## src/rtl/piso_if.sv

```systemverilog
// Handshake/bus bundle between the pixel fetch side and the serialiser.
// The dblEn pixel-doubling control exists only when PISO_PIXDOUBLE_EN is defined.
interface piso_if #(
    parameter int WIDTH = 8
);
    logic [WIDTH-1:0] parIn;
    logic             loadStb;
    logic             loadReady;
    logic             shiftEn;
`ifdef PISO_PIXDOUBLE_EN
    logic             dblEn;
`endif
    logic             out;
    logic             outValid;
    logic             underrun;

`ifdef PISO_PIXDOUBLE_EN
    modport master (output parIn, loadStb, shiftEn, dblEn,
                    input  loadReady, out, outValid, underrun);
    modport slave  (input  parIn, loadStb, shiftEn, dblEn,
                    output loadReady, out, outValid, underrun);
`else
    modport master (output parIn, loadStb, shiftEn,
                    input  loadReady, out, outValid, underrun);
    modport slave  (input  parIn, loadStb, shiftEn,
                    output loadReady, out, outValid, underrun);
`endif
endinterface

```

## src/rtl/piso_serializer.sv

```systemverilog
// Double-buffered parallel-in/serial-out pixel serialiser: a holding register
// queues the next word so words stream gap-free. Optional macro PISO_PIXDOUBLE_EN adds dblEn.
module piso_serializer #(
    parameter int   WIDTH      = 8,
    parameter bit   MSB_FIRST  = 1'b1,
    parameter logic IDLE_LEVEL = 1'b0
) (
    input logic   clk,
    input logic   nReset,
    piso_if.slave bus
);
    localparam int              CNT_W = $clog2(WIDTH);
    localparam logic [CNT_W-1:0] LAST = CNT_W'(WIDTH - 1);

    typedef enum logic {S_IDLE, S_ACTIVE} state_t;

    state_t             state, state_nx;
    logic [WIDTH-1:0]   sreg, sreg_nx;
    logic [WIDTH-1:0]   hold, hold_nx;
    logic [CNT_W-1:0]   cnt, cnt_nx;
    logic               hold_full, hold_full_nx;
    logic               underrun_q, underrun_nx;
    logic               advance;
`ifdef PISO_PIXDOUBLE_EN
    logic               phase, phase_nx;
`endif

    function automatic logic [WIDTH-1:0] shift_word(input logic [WIDTH-1:0] v);
        if (MSB_FIRST) return {v[WIDTH-2:0], 1'b0};
        else           return {1'b0, v[WIDTH-1:1]};
    endfunction

    function automatic logic head_bit(input logic [WIDTH-1:0] v);
        return MSB_FIRST ? v[WIDTH-1] : v[0];
    endfunction

    // With doubling, only every second qualified edge moves to the next bit.
`ifdef PISO_PIXDOUBLE_EN
    assign advance = bus.shiftEn & (~bus.dblEn | phase);
`else
    assign advance = bus.shiftEn;
`endif

    always_ff @(posedge clk or negedge nReset) begin
        if (!nReset) begin
            state      <= S_IDLE;
            sreg       <= '0;
            hold       <= '0;
            cnt        <= '0;
            hold_full  <= 1'b0;
            underrun_q <= 1'b0;
`ifdef PISO_PIXDOUBLE_EN
            phase      <= 1'b0;
`endif
        end else begin
            state      <= state_nx;
            sreg       <= sreg_nx;
            hold       <= hold_nx;
            cnt        <= cnt_nx;
            hold_full  <= hold_full_nx;
            underrun_q <= underrun_nx;
`ifdef PISO_PIXDOUBLE_EN
            phase      <= phase_nx;
`endif
        end
    end

    always_comb begin
        state_nx     = state;
        sreg_nx      = sreg;
        hold_nx      = hold;
        cnt_nx       = cnt;
        hold_full_nx = hold_full;
        underrun_nx  = 1'b0;
`ifdef PISO_PIXDOUBLE_EN
        phase_nx     = phase;
`endif
        case (state)
            S_IDLE: begin
                if (hold_full && bus.shiftEn) begin
                    sreg_nx      = hold;
                    cnt_nx       = '0;
                    hold_full_nx = 1'b0;
                    state_nx     = S_ACTIVE;
`ifdef PISO_PIXDOUBLE_EN
                    phase_nx     = 1'b0;
`endif
                end
            end
            S_ACTIVE: begin
`ifdef PISO_PIXDOUBLE_EN
                if (bus.shiftEn) phase_nx = bus.dblEn & ~phase;
`endif
                if (advance) begin
                    if (cnt != LAST) begin
                        sreg_nx = shift_word(sreg);
                        cnt_nx  = cnt + 1'b1;
                    end else if (hold_full) begin
                        sreg_nx      = hold;
                        cnt_nx       = '0;
                        hold_full_nx = 1'b0;
                    end else begin
                        state_nx    = S_IDLE;
                        underrun_nx = 1'b1;
                    end
                end
            end
            default: state_nx = S_IDLE;
        endcase
        // A transfer needs hold_full=1, so it can never coincide with an accepted load.
        if (bus.loadStb && !hold_full) begin
            hold_nx      = bus.parIn;
            hold_full_nx = 1'b1;
        end
    end

    assign bus.loadReady = ~hold_full;
    assign bus.outValid  = (state == S_ACTIVE);
    assign bus.out       = (state == S_ACTIVE) ? head_bit(sreg) : IDLE_LEVEL;
    assign bus.underrun  = underrun_q;
endmodule

```

## src/flat_wrapper.sv

```systemverilog
// flat-port wrapper written by rule: the top's interface ports become plain ports
module piso_serializer_flat 
#(
    parameter int   WIDTH      = 8,
    parameter bit   MSB_FIRST  = 1'b1,
    parameter logic IDLE_LEVEL = 1'b0
)
  (clk, nReset, bus_parIn, bus_loadStb, bus_shiftEn, bus_loadReady, bus_out, bus_outValid, bus_underrun);
  piso_if #(.WIDTH(WIDTH)) bus_i ();
  input logic clk;
  input logic nReset;
  input wire logic [$bits(bus_i.parIn)-1:0] bus_parIn;
  input wire logic [$bits(bus_i.loadStb)-1:0] bus_loadStb;
  input wire logic [$bits(bus_i.shiftEn)-1:0] bus_shiftEn;
  output wire logic [$bits(bus_i.loadReady)-1:0] bus_loadReady;
  output wire logic [$bits(bus_i.out)-1:0] bus_out;
  output wire logic [$bits(bus_i.outValid)-1:0] bus_outValid;
  output wire logic [$bits(bus_i.underrun)-1:0] bus_underrun;
  assign bus_i.parIn = bus_parIn;
  assign bus_i.loadStb = bus_loadStb;
  assign bus_i.shiftEn = bus_shiftEn;
  assign bus_loadReady = bus_i.loadReady;
  assign bus_out = bus_i.out;
  assign bus_outValid = bus_i.outValid;
  assign bus_underrun = bus_i.underrun;
  piso_serializer #(.WIDTH(WIDTH), .MSB_FIRST(MSB_FIRST), .IDLE_LEVEL(IDLE_LEVEL)) u_core (.clk(clk), .nReset(nReset), .bus(bus_i));
endmodule
```

## config.mk

```make
export PLATFORM = sky130hd
export DESIGN_NAME = piso_serializer_flat
export DESIGN_NICKNAME = d
export VERILOG_FILES = /design/src/rtl/piso_if.sv /design/src/rtl/piso_serializer.sv /design/src/flat_wrapper.sv
export SDC_FILE = /design/constraint.sdc
export NUM_CORES = 1
export LEC_CHECK = 0
export ABC_AREA = 1
export BUFFER_PORTS_ARGS = -buffer_cell sky130_fd_sc_hd__buf_4
export CAP_MARGIN = 20
export CORE_UTILIZATION = 40
export DETAILED_ROUTE_END_ITERATION = 12
export PLACE_DENSITY = 0.65
export SKIP_LAST_GASP = 1
export SYNTH_ARGS = -nofsm -noshare
export SYNTH_HDL_FRONTEND = slang
export SYNTH_SLANG_ARGS = --single-unit
```

## constraint.sdc

```tcl
create_clock -name clk -period 1.7 [get_ports clk]
set_input_delay 0.17 -clock clk [delete_from_list [all_inputs] [get_ports clk]]
set_output_delay 0.17 -clock clk [all_outputs]
set_load 0.005 [all_outputs]
```

==> implementation parameters <==
Parameter                              Value

STA
  Post-layout minimum cycle time ... about 1.5 ns
  Number of pins with negative max-slew slack in the final report ... 0
  Worst relative slew slack ... 81.15%
  Worst clock skew ... roughly 0.0032 ns
  Peak Freq ... 676.5 MHz
  TNS Setup ... 0 ns
  Setup violation total in the final timing report ... 0
  Slew at the pin closest to its max-slew limit ... ~0.28 ns
  RSZ-0062 raised after global routing ... false
  Part of the cycle the worst path needs ... 86.95%
  Final hold viol count ... 0

Finish
  Nets@finish ... about 170
  Proportion of layout cells with a drive suffix above 1 ... around 18%
  Most frequent standard cell in the layout excluding fill and tap cells ... nand2_1
  Area overhead of the layout relative to synthesis ... 16.61%
  Most frequent cells in the layout ... 65 x nand2_1, 22 x dfrtp_1, 19 x nand3_1
  Post-route cell area ... 1221 um2
  Number of antenna diodes ... 0
  Number of fillers in the final layout ... 272

Routing
  Detail-routed net length per standard cell ... 11.07 um
  Average vias per placed instance ... 4.747
  Residual antenna-violating net count after detailed routing ... 0
  Initial DRT Pass Iterations ... 4
  Residual DRC ... 0
  DRC marker count from the first detailed-route iteration ... 20
  DRT Wirelength ... 1971 um
  Detailed-route via count ... roughly 850

Floorplan
  Die height ... ~53 um
  Die area ... 2827 um2
  Site Rows ... 18
  IO Count ... 16
  Area of the placeable core ... about 2500 um2
  Initial Utilization ... 42.27%
  Die width ... between 50 and 60 um

Worst setup path
  CP required ... 1.91 ns
  Worst setup SP type ... flop
  Worst EP arrival ... between 1.5 and 2 ns
  Endpoint class of the critical path ... flop
  Largest stage delay on the critical path ... 0.42 ns
  Maximum fanout encountered on the critical timing path ... 11
  Crit path buffers/inverters ... 1
  Cell type with the highest occurrence count on the critical path ... nand2_2
  Critical Path Slowest Stage Cell ... dfrtp_1
  Family of cells with the greatest summed delay on the critical path ... simple AND/OR/NAND/NOR gates
  Worst path cell trace ... ha_1 -> ha_1 -> inv_1 -> nand2_2 -> nand2_2 -> nand2_2 -> nand2_1 -> nand2_1
  Critical path class ... flop to flop

Clock network
  Clock slew at the register clock pins of the worst setup and hold paths ... 0.12 ns
  Clock Root Buffer ... clkbuf_4
  Post-cts repair resize count ... 0
  Maximum clock insertion buffer count ... 2
  Depth of the CTS H-tree ... 1
  CTS tree ... built
  Clock Sink Count ... 22
  Clock latency at the later pin of the worst-skew pair ... 0.30 ns
  Inserted Clock Buffers ... 3

Placed design
  Post-detail-place hpwl ... 1412 um
  Placed cell areas ... 1189 um2
  Last weighted congestion value of the routability-driven placer ... approximately 0.79
  IO Port Bufs ... 15

Global routing
  Pin count of the biggest net entering global routing ... 23
  GRT Total Usage ... 18.17%
  Total congestion overflow after global routing ... 0
  Initial antenna violation count ... 0
  Via count of the first global-routing pass ... 836
  First-pass GRT wire length ... between 3000 and 4000 um

Logic synthesis
  Synthesized netlist net count ... 145
  Dominant cells by area after synthesis ... dfrtp_1 53%, nand2_1 23%, nand3_1 9.1%
  Number of distinct library cells after synthesis ... 14
  Area share of the largest cell type after synthesis ... between 50% and 60%
  Synthesized netlist cell count ... 130
  Cell area after technology mapping ... 1047 um2
  Number of storage elements in the synthesis netlist ... 22
  Share of the yosys chip area belonging to registers ... a little over half
  Mean post-synth cell area ... 8.056 um2
  Most area-hungry cell type in the Yosys netlist ... dfrtp_1
  Number of warnings reported in the yosys synthesis log ... 0

Power
  Static power due to leakage ... 0.7031 nW
  Pwr dens ... 1272 nW/um2
  Maximum vdd drop ... 655.2 uV

Job
  Maxcap violations ... 0

Outcome
  Result of the run ... finished, final reports clean

Hold path
  Type of the tightest min-delay check ... input port to flop
flip-flops by register name (all words and copies together) (netlist names):
signal and count:
u_core.bus.outValid 1, u_core.hold_full 1, u_core.hold 8, u_core.bus.underrun 1, u_core.cnt 3, u_core.sreg 8
repair_timing:
item / in CTS / in global routing
buffers inserted: 0 / 0
hold buffers: 1 / 0
hold endpoints to repair: 22 / 0
power breakdown:
group	switching, mW	leakage, nW	internal [mW]	total [mW]
Combinational	0.277	0.410	0.217	0.494
Sequential	0.119	0.279	0.706	0.825
Clock	0.152	0.0138	0.0827	0.235
Total	0.548	0.703	1.01	1.55
cell type report:
cell class | instances | area, um2 | share of cell area [%]
multi-input combinational | 97 | 439.2 | 35.96
sequential | 22 | 550.5 | 45.08
clock buffer | 3 | 22.52 | 1.844
tap | 30 | 37.54 | 3.074
inverter | 7 | 26.28 | 2.152
timing repair buffer | 19 | 145.1 | 11.89
stage by stage:
stage | cells | total power [mW] | hold slack [ns] | util, % | setup slack, ns
6_report | 178 | 1.554 | 0.08733 | 49.29 | 0.2219
5_1_grt | 178 | 1.706 | 0.08033 | 49.29 | 0.07918
4_1_cts | 178 | 1.568 | 0.07861 | 49.29 | 0.2127
3_5_place_dp | 174 | 1.327 | 0.07942 | 47.98 | 0.2380
3_3_place_gp | 174 | 1.312 | 0.07056 | 47.98 | 0.2855
2_1_floorplan | 130 | 1.161 | -0.1256 | - | 0.3277
worst register-to-register path, cell delays in order, from the launching register on:
cell and delay, ns:
dfrtp_1 0.42, ha_1 0.22, ha_1 0.20, inv_1 0.08, nand2_2 0.09, nand2_2 0.09, nand2_2 0.14, nand2_1 0.09
nand2_1 0.05
kinds of logic (layout without fill, tap and decap cells):
logic type	Yosys count	count (layout)	share of synthesized area, %
compound gates	3	3	2.508
fa+ha+maj	3	3	3.585
buf+inv	11	29	5.494
flops	22	22	52.57
simple gates	91	91	35.84
synthesized netlist by cell type:
library cell,number
dfrtp_1,22
nand2_2,4
o21ai_0,1
clkinv_1,1
ha_1,3
buf_2,1
buf_6,1
nand3_1,19
a21oi_4,1
inv_1,6
nand2_1,65
buf_4,2
nor2_1,3
a21oi_1,1
worst paths after layout:
kind	slack, ns	startpoint	cells past startpoint	to
max in group asynchronous	1.21	nReset	2	u_core.sreg[0]$_DFFE_PN0P_
max reg2reg	0.22	u_core.cnt[0]$_DFFE_PN0P_	8	u_core.cnt[0]$_DFFE_PN0P_
min in group asynchronous	0.27	nReset	2	u_core.bus.underrun$_DFF_PN0_
min	0.09	bus_parIn[2]	3	u_core.hold[2]$_DFFE_PN0P_
min reg2reg	0.49	u_core.hold[2]$_DFFE_PN0P_	2	u_core.hold[2]$_DFFE_PN0P_
max	0.22	u_core.cnt[0]$_DFFE_PN0P_	8	u_core.cnt[0]$_DFFE_PN0P_
layer usage:
| layer | part of all wire [%] | track usage, % | wire (um) |
|---|---|---|---|
| met5 | 0 | 0 | 0 |
| met4 | 0.76 | 7.895 | 15 |
| met3 | 4.0 | 2.586 | 78 |
| met2 | 46 | 28.06 | 899 |
| met1 | 50 | 25.09 | 978 |
Note: power is estimated with default switching activity, not from simulation.
